[src/rtl/viterbi_ctrl_pkg.sv]
// Shared types for the Viterbi link frame sequencer: FSM states, channel
// flip masks and the reference-bit entry carried alongside the pipeline.
package viterbi_ctrl_pkg;

  typedef enum logic [2:0] {IDLE, PAYLOAD, TAIL, DRAIN, DONE} state_t;

  typedef logic [1:0] sym_t;

  localparam sym_t FLIP_NONE = 2'b00;
  localparam sym_t FLIP_BOTH = 2'b11;

  typedef struct packed {
    logic valid;
    logic score;
    logic data;
  } ref_entry_t;

endpackage

[src/rtl/viterbi_ref_delay.sv]
// Reference delay line: shifts one ref_entry_t per cycle so the sent bit
// emerges in the same cycle as the matching decoder output.
module viterbi_ref_delay
  import viterbi_ctrl_pkg::*;
#(
  parameter int unsigned DEPTH = 26
) (
  input  logic       clk,
  input  logic       rst,
  input  logic [2:0] din,
  output logic [2:0] dout
);

  ref_entry_t line [DEPTH];

  always_ff @(posedge clk or negedge rst) begin
    if (!rst) begin
      for (int unsigned i = 0; i < DEPTH; i++) line[i] <= '0;
    end else begin
      line[0] <= din;
      for (int unsigned i = 1; i < DEPTH; i++) line[i] <= line[i-1];
    end
  end

  assign dout = line[DEPTH-1];

endmodule

[src/rtl/viterbi_frame_ctrl.sv]
// Frame sequencer for the encoder -> channel -> Viterbi decoder link:
// payload/tail sequencing, flip scheduling and per-frame error scoring.
module viterbi_frame_ctrl
  import viterbi_ctrl_pkg::*;
#(
  parameter int unsigned FRAME_LEN  = 64,
  parameter int unsigned TAIL       = 2,
  parameter int unsigned DEC_LAT    = 24,
  parameter int unsigned ERR_PERIOD = 16,
  parameter int unsigned ERR_BURST  = 1,
  parameter int unsigned CNT_W      = 16
) (
  input  logic             clk,
  input  logic             rst,
  input  logic             start_i,
  input  logic             inj_en_i,
  input  logic             bit_valid_i,
  input  logic             bit_i,
  output logic             bit_ready_o,
  output logic             enc_enable_o,
  output logic             enc_d_o,
  output logic [1:0]       chan_flip_o,
  output logic             dec_enable_o,
  input  logic             dec_bit_i,
  output logic             busy_o,
  output logic             done_o,
  output logic [CNT_W-1:0] err_bits_o,
  output logic [CNT_W-1:0] inj_ct_o
);

  localparam int unsigned DEPTH = DEC_LAT + 2;
  localparam int unsigned MAX_A = (FRAME_LEN > DEPTH) ? FRAME_LEN : DEPTH;
  localparam int unsigned MAX_N = (MAX_A > TAIL) ? MAX_A : TAIL;
  localparam int unsigned CW    = $clog2(MAX_N + 1);
  localparam int unsigned PW    = $clog2(ERR_PERIOD + 1);
  localparam logic [CNT_W-1:0] CNT_MAX = '1;

  state_t          state_q, state_d;
  logic [CW-1:0]   cnt_q;
  logic [PW-1:0]   sym_mod_q;
  logic            inj_q;
  logic            en_d1;
  logic            flip_now;
  ref_entry_t      push_e;
  ref_entry_t      tail_e;
  logic [2:0]      tail_bits;

  always_comb begin
    state_d      = state_q;
    bit_ready_o  = 1'b0;
    enc_enable_o = 1'b0;
    enc_d_o      = 1'b0;
    busy_o       = 1'b0;
    done_o       = 1'b0;
    push_e       = '0;
    case (state_q)
      IDLE: if (start_i) state_d = PAYLOAD;
      PAYLOAD: begin
        busy_o      = 1'b1;
        bit_ready_o = 1'b1;
        if (bit_valid_i) begin
          enc_enable_o = 1'b1;
          enc_d_o      = bit_i;
          push_e       = '{valid: 1'b1, score: 1'b1, data: bit_i};
          if (cnt_q == CW'(FRAME_LEN - 1))
            state_d = (TAIL == 0) ? DRAIN : viterbi_ctrl_pkg::TAIL;
        end
      end
      viterbi_ctrl_pkg::TAIL: begin
        busy_o       = 1'b1;
        enc_enable_o = 1'b1;
        push_e       = '{valid: 1'b1, score: 1'b0, data: 1'b0};
        if (cnt_q == CW'(TAIL - 1)) state_d = DRAIN;
      end
      DRAIN: begin
        busy_o = 1'b1;
        // Last enabled entry leaves the delay line after DEPTH drain cycles.
        if (cnt_q == CW'(DEPTH - 1)) state_d = DONE;
      end
      DONE: begin
        done_o  = 1'b1;
        state_d = IDLE;
      end
      default: state_d = IDLE;
    endcase
  end

  assign flip_now = enc_enable_o && inj_q && (sym_mod_q < PW'(ERR_BURST));
  assign tail_e   = tail_bits;

  always_ff @(posedge clk or negedge rst) begin
    if (!rst) state_q <= IDLE;
    else      state_q <= state_d;
  end

  always_ff @(posedge clk or negedge rst) begin
    if (!rst) begin
      cnt_q        <= '0;
      sym_mod_q    <= '0;
      inj_q        <= 1'b0;
      en_d1        <= 1'b0;
      dec_enable_o <= 1'b0;
      chan_flip_o  <= FLIP_NONE;
      err_bits_o   <= '0;
      inj_ct_o     <= '0;
    end else begin
      en_d1        <= enc_enable_o;
      dec_enable_o <= en_d1;
      chan_flip_o  <= flip_now ? FLIP_BOTH : FLIP_NONE;

      if (state_d != state_q)
        cnt_q <= '0;
      else if (enc_enable_o || state_q == DRAIN)
        cnt_q <= cnt_q + CW'(1);

      if (enc_enable_o)
        sym_mod_q <= (sym_mod_q == PW'(ERR_PERIOD - 1)) ? '0 : sym_mod_q + PW'(1);

      if (flip_now)
        inj_ct_o <= (inj_ct_o >= CNT_MAX - CNT_W'(1)) ? CNT_MAX : inj_ct_o + CNT_W'(2);

      if (tail_e.valid && tail_e.score && (tail_e.data != dec_bit_i) && (err_bits_o != CNT_MAX))
        err_bits_o <= err_bits_o + CNT_W'(1);

      if (state_q == IDLE && start_i) begin
        inj_q      <= inj_en_i;
        sym_mod_q  <= '0;
        err_bits_o <= '0;
        inj_ct_o   <= '0;
      end
    end
  end

  viterbi_ref_delay #(.DEPTH(DEPTH)) u_ref (
    .clk  (clk),
    .rst  (rst),
    .din  (push_e),
    .dout (tail_bits)
  );

endmodule

[config.mk]
export PLATFORM = sky130hd
export DESIGN_NAME = viterbi_frame_ctrl
export DESIGN_NICKNAME = d
export VERILOG_FILES = /design/src/rtl/viterbi_ctrl_pkg.sv /design/src/rtl/viterbi_ref_delay.sv /design/src/rtl/viterbi_frame_ctrl.sv
export SDC_FILE = /design/constraint.sdc
export NUM_CORES = 1
export LEC_CHECK = 0
export ABC_AREA = 1
export CAP_MARGIN = 20
export CORE_MARGIN = 8
export CORE_UTILIZATION = 29
export CTS_CLUSTER_SIZE = 12
export DETAILED_ROUTE_END_ITERATION = 8
export GPL_TIMING_DRIVEN = 0
export PLACE_DENSITY = 0.42
export SLEW_MARGIN = 5
export SYNTH_ARGS = -nofsm -noshare
export SYNTH_HDL_FRONTEND = slang
export SYNTH_SLANG_ARGS = --single-unit
[constraint.sdc]
create_clock -name clk -period 1.9 [get_ports clk]
set_input_delay 0.19 -clock clk [delete_from_list [all_inputs] [get_ports clk]]
set_output_delay 0.19 -clock clk [all_outputs]
set_load 0.02 [all_outputs]
# --- Word-level counts from Yosys, hierarchy flattened ---
# Cells that the tools add are included.
# W data, S select, Z words.
word_totals:
  ff_bits: 130
  output_inout_bits: 40
classes:
  add_sub_neg: 4
  n_lt_le_gt_ge: 2
  eq_ne: 11
  n_mux: 26
  reduce_logical: 13
op_table:
  columns: ["cell", "n"]
  rows:
  - ["$mux W16", 5]
  - ["$mux W3", 6]
  - ["$add A16 B1 Y16 const B", 1]
  - ["$add A16 B2 Y16 const B", 1]
  - ["$ge A16 B16 Y1 const B", 1]
  - ["$ne A16 B16 Y1 const B", 1]
  - ["$mux W5", 3]
  - ["$mux W7", 2]
  - ["$pmux W3 S4", 1]
  - ["$reduce_bool A2 Y1", 4]
  - ["$add A7 B1 Y7 const B", 1]
  - ["$eq A7 B1 Y1 const B", 1]
  - ["$eq A7 B5 Y1 const B", 1]
  - ["$eq A7 B6 Y1 const B", 1]
  - ["$eq A3 B2 Y1 const B", 2]
  - ["$logic_and A1 B1 Y1", 6]
  - ["$mux W1", 6]
  - ["$pmux W3 S2", 1]
  - ["$add A5 B1 Y5 const B", 1]
  - ["$eq A5 B4 Y1 const B", 1]
  - ["$lt A5 B1 Y1 const B", 1]
  - ["$eq A3 B1 Y1 const B", 1]
  - ["$eq A3 B3 Y1 const B", 1]
  - ["$logic_not A3 Y1", 1]
  - ["other kinds (6)", 6]

# --- Longest topological paths before layout ---
# Gate-level depths: netlist of run 1.
logic_depth:
  ltp_word: 6
  depth_mapped: 10
  mapped_depth_nobuf: 10

# --- Modules after synthesis ---
# Synthesis of run 1 repeated with hierarchy kept, for this count alone.
hier_totals:
  hier_cells: 501
  hier_area_um2: 5087.4
modules_own_cells:
  columns: ["mod", "n_inst", "cells_per_inst", "area_per_inst_um2", "seq_area_each_um2"]
  rows:
  - ["viterbi_frame_ctrl", 1, 420, 3113.0, 1276.2]
  - ["viterbi_ref_delay", 1, 81, 1974.4, 1951.9]

# --- Least setup slack after synthesis of run 1 ---
# Ideal clock, no wire load.
synth_path:
  path_kind: "flip-flop to flip-flop"
  from: "register err_bits_o[0]"
  to: "register err_bits_o[13]"
  arrival_ps: 1657
  path_slack_ps: 117
  path_stages_with_launch: 11
  path_buffers: 2
  synth_period_minus_slack_ps: 1783
  path_cell_list: "dfrtp_1 > ha_1 > and3_1 > buf_6 > nand2_2 > nor2_4 > nor2_4 > nor2_8 > buf_6 > nand2_1 > o21ai_0"
synth_via:
  elab_chain_len: 3
  elab_cells_between_ends: 6
  cone_classes: "add/sub (1); eq/ne (1); mux (2); reduce/logical (2)"
synth_lines:
  columns: ["item", "line", "source"]
  rows:
  - ["from (decl)", "viterbi_frame_ctrl.sv:27", "output logic [CNT_W-1:0] err_bits_o,"]
  - ["from (signal assigned)", "viterbi_frame_ctrl.sv:123", "err_bits_o <= err_bits_o + CNT_W'(1);"]
  - ["$add A16 B1 Y16 / $ne A16 B16 Y1 (equally long branches)", "viterbi_frame_ctrl.sv:123, viterbi_frame_ctrl.sv:122", null]
  - ["$mux W16 / $logic_and A1 B1 Y1 (equally long branches)", "viterbi_frame_ctrl.sv:122", "if (tail_e.valid && tail_e.score && (tail_e.data != dec_bit_i) && (err_bits_o != CNT_MAX))"]
  - ["$mux W16 / $reduce_bool A2 Y1 (equally long branches)", null, null]
# Several ways; a longest one is shown, not always the timed one. The select of a mux whose other input is x is not followed.
# A chain may end at the register's enable or synchronous reset.

# --- Worst setup path after layout of run 1 ---
# Same ends and word-level chain as after synthesis.

==> impl_metrics.toml, run 1 <==
[timing]
setup-tns-final_ns = 0
fmax_mhz = 559
finalHoldViolations = 0
setup_viol = 0
finClkSkew_ns = 0.00651
maxSlewHeadroom = 0.605
worst_slew_pin_slew_ns = 0.592
rsz0062_at_grt = "false"
post-route-period-util = 0.942
drv_slew = 0
period_needed_ns = 1.79

[pwr]
cellPowerDensity_nw_per_um2 = 1120
p_switching_mw = 1.89
seqPwrFrac = 0.439
total_power_mw = 7.13
clkPwrFrac = 0.445
p_leak_nw = 2.96
p_int_mw = 5.25
peakVddDrop_mv = 0.592
combPwrFrac = 0.116
swShare = 0.265

[global_routing]
grt.total_usage = 0.103
grt_remaining_overflow = 0
grt_max_degree = 68
grt_pass1_wl_mm = 17.7
antenna_found_initial = 0
grt_pass1_vias = 3510

[finish]
drive_gt1_frac = 0.115
final_common_cell = "dfrtp_1"
finalNetCount = 566
regArea_um2 = 3180
diodes = 0
multi_input_area_um2 = 1560
area_growth_pct = 28.2
final_cell_mix = "dfrtp_1 (126), nand2_1 (105), nand3_1 (59), inv_1 (42), nor2_1 (42)"
fillCellCount = 1654

[drt]
num_vias = 3465
wl_per_cell_um = 12.8
routed_wl_mm = 10.1
drc_errors = 0
detail-route-antenna-nets = 0
drt-initial-drc-count = 156
routed_via_density = 4.38
dr.pass1.iters = 5

[worst_setup_path]
worstSetupStartpoint = "err_bits_o[0]"
timing_worst_setup_path_type = "reg2reg"
required_ns = 2.18
worstReg2RegStart = "err_bits_o[0]"
cp-start-kind = "register"
ff2ff_path_depth = 10
worstSetupEndpointType = "register"
cp_max_fo = 10
rrSetupSlack_ns = 0.11
r2r_end = "err_bits_o[13]"
crit_arrival_ns = 2.07

[floorplan]
die_x_um = 147
die_y_um = 147
ioPinCount = 47
initial_core_util = 0.292
num_rows = 48
die-area_um2 = 21500
design.core.area_um2 = 17000

[cts]
tritoncts = "built"
clockRootBuffer = "clkbuf_16"
h-tree-depth = 4
path_clk_slew_ns = 0.06
clock_latency_ns = 0.41
clock-sinks = 127
numCtsBuffers = 17
clockBufferDepth = 2

[status]
status = "finished, final reports clean"

[yosys]
syn_area_per_cell_um2 = 10.2
ys_top_cells_by_area = "dfrtp_1 (64%), nand2_1 (8.0%), nand3_1 (6.0%)"
synth_top_cell_area_share = 0.641
synthesis.nets = 497
synth_cell_type_count = 36
synth_top_area_cell = "dfrtp_1"
yosysWarnings = 0
ys_seq_area_frac = 0.641
syn_inst = 485
syn_area_um2 = 4960
synth_seq_cells = 127

[flow_run]
maxCapViolations = 0

[worst_hold_path]
hold_class = "in2async"

[placed_design]
gp_congestion = 0.799
place.port_buffers = 46
post-dp-hpwl_mm = 6.83
critical path: stages, from the launching register on:
cell and delay [ns]:
dfrtp_2 0.44, ha_1 0.24, and3_1 0.19, buf_6 0.13
nand2_2 0.08, nor2_4 0.04, nor2_4 0.18, nor2_8 0.07
buf_6 0.16, nand2_1 0.05, o21ai_0 0.08
area by class of cell:
cell class / instances / area share
Tap cell: 225 / 0.0443
Clock buffer: 18 / 0.0675
Sequential cell: 127 / 0.500
Timing Repair Buffer: 50 / 0.0805
Multi-Input combinational cell: 305 / 0.245
Clock inverter: 14 / 0.0248
Inverter: 45 / 0.0268
Buffer: 8 / 0.0104
worst max path at each step:
| stage | endpoint | slack (ns) |
|---|---|---|
| floorplan | err_bits_o[13] | 0.12 |
| global placement | inj_ct_o[6] | -4.38 |
| detailed placement | err_bits_o[13] | -0.01 |
| CTS | enc_enable_o | -0.06 |
| global route | inj_ct_o[11] | 0.0009 |
| finish | err_bits_o[13] | 0.11 |
registers in the layout (all words and copies together), names as in the netlist:
| name | flops |
|---|---|
| cnt_q | 7 |
| u_ref.dout | 3 |
| dec_enable_o | 1 |
| err_bits_o | 16 |
| en_d1 | 1 |
| sym_mod_q | 5 |
| state_q | 3 |
| inj_q | 1 |
| inj_ct_o | 16 |
| u_ref.line | 73 |
| chan_flip_o | 1 |
what timing repair did:
item | in CTS | in global routing
hold endpoints to repair | 60 | 0
buffers inserted | 1 | 1
setup endpoints to repair | 5 | 12
gates resized for setup | 5 | 9
pin swaps | 1 | 2
hold buffers | 1 | 0
logic make-up (layout without fill, tap and decap cells):
| kind of cell | Yosys count | count (layout) | synth area share |
|---|---|---|---|
| buffers and inverters | 53 | 135 | 0.0477 |
| adders and majority gates | 5 | 5 | 0.0126 |
| and+or+nand+nor | 244 | 244 | 0.226 |
| xor gates and xnor gates | 16 | 16 | 0.0283 |
| DFF | 127 | 127 | 0.641 |
| AOI/OAI and AO/OA | 40 | 40 | 0.0442 |
synth_stat cells, drive strengths merged:
library cell,number
inv,43
nand3b,1
xor2,14
o31ai,1
nand4,9
o22ai,1
dfrtp,127
or2,2
and3,1
ha,5
nand2,110
a211oi,1
buf,7
clkbuf,1
nor2,50
o211ai,1
o21bai,2
o21ai,29
nand3,61
a21oi,4
nor3,10
xnor2,2
clkinv,2
a31oi,1
stage by stage:
stage / hold slack (ns) / setup WS (ns) / area (um^2) / util / std cells
2_1_floorplan: -0.106 / 0.117 / 4960 / - / 485
3_3_place_gp: 0.332 / -4.38 / 5700 / 0.335 / 756
3_5_place_dp: 0.220 / -0.0122 / 5730 / 0.337 / 757
4_1_cts: 0.326 / -0.0637 / 6330 / 0.372 / 791
5_1_grt: 0.347 / 0.000900 / 6350 / 0.374 / 792
6_report: 0.334 / 0.110 / 6350 / 0.374 / 792
routing by layer:
layer,global-route usage,vias to the layer above,wire (um)
met2,0.150,66,4370
met4,0.0309,0,102
met1,0.136,1679,5040
met5,0,-,0
li1,-,1713,-
met3,0.0421,7,622
power groups by stage:
stage                     registers [mW]  clock network, mW  logic (mW)
after floorplan                     3.22                  0       0.411
after global placement              3.17                  0       0.812
after detailed placement            3.18                  0       0.831
after CTS                           3.13               3.29       0.836
after global routing                3.17               3.42       0.940
final                               3.13               3.18       0.828
(Power assumes the default switching activity.)
==> inputs of run 2 (changes only) <==
--- a/config.mk
+++ b/config.mk
@@ -12,6 +12,7 @@
 export CTS_CLUSTER_SIZE = 12
 export DETAILED_ROUTE_END_ITERATION = 8
 export GPL_TIMING_DRIVEN = 0
+export HOLD_SLACK_MARGIN = 0.06
 export PLACE_DENSITY = 0.42
 export SLEW_MARGIN = 5
 export SYNTH_ARGS = -nofsm -noshare
==> results of run 2 <==
No change in the layout: final DEF, timing and power equal those of run 1.
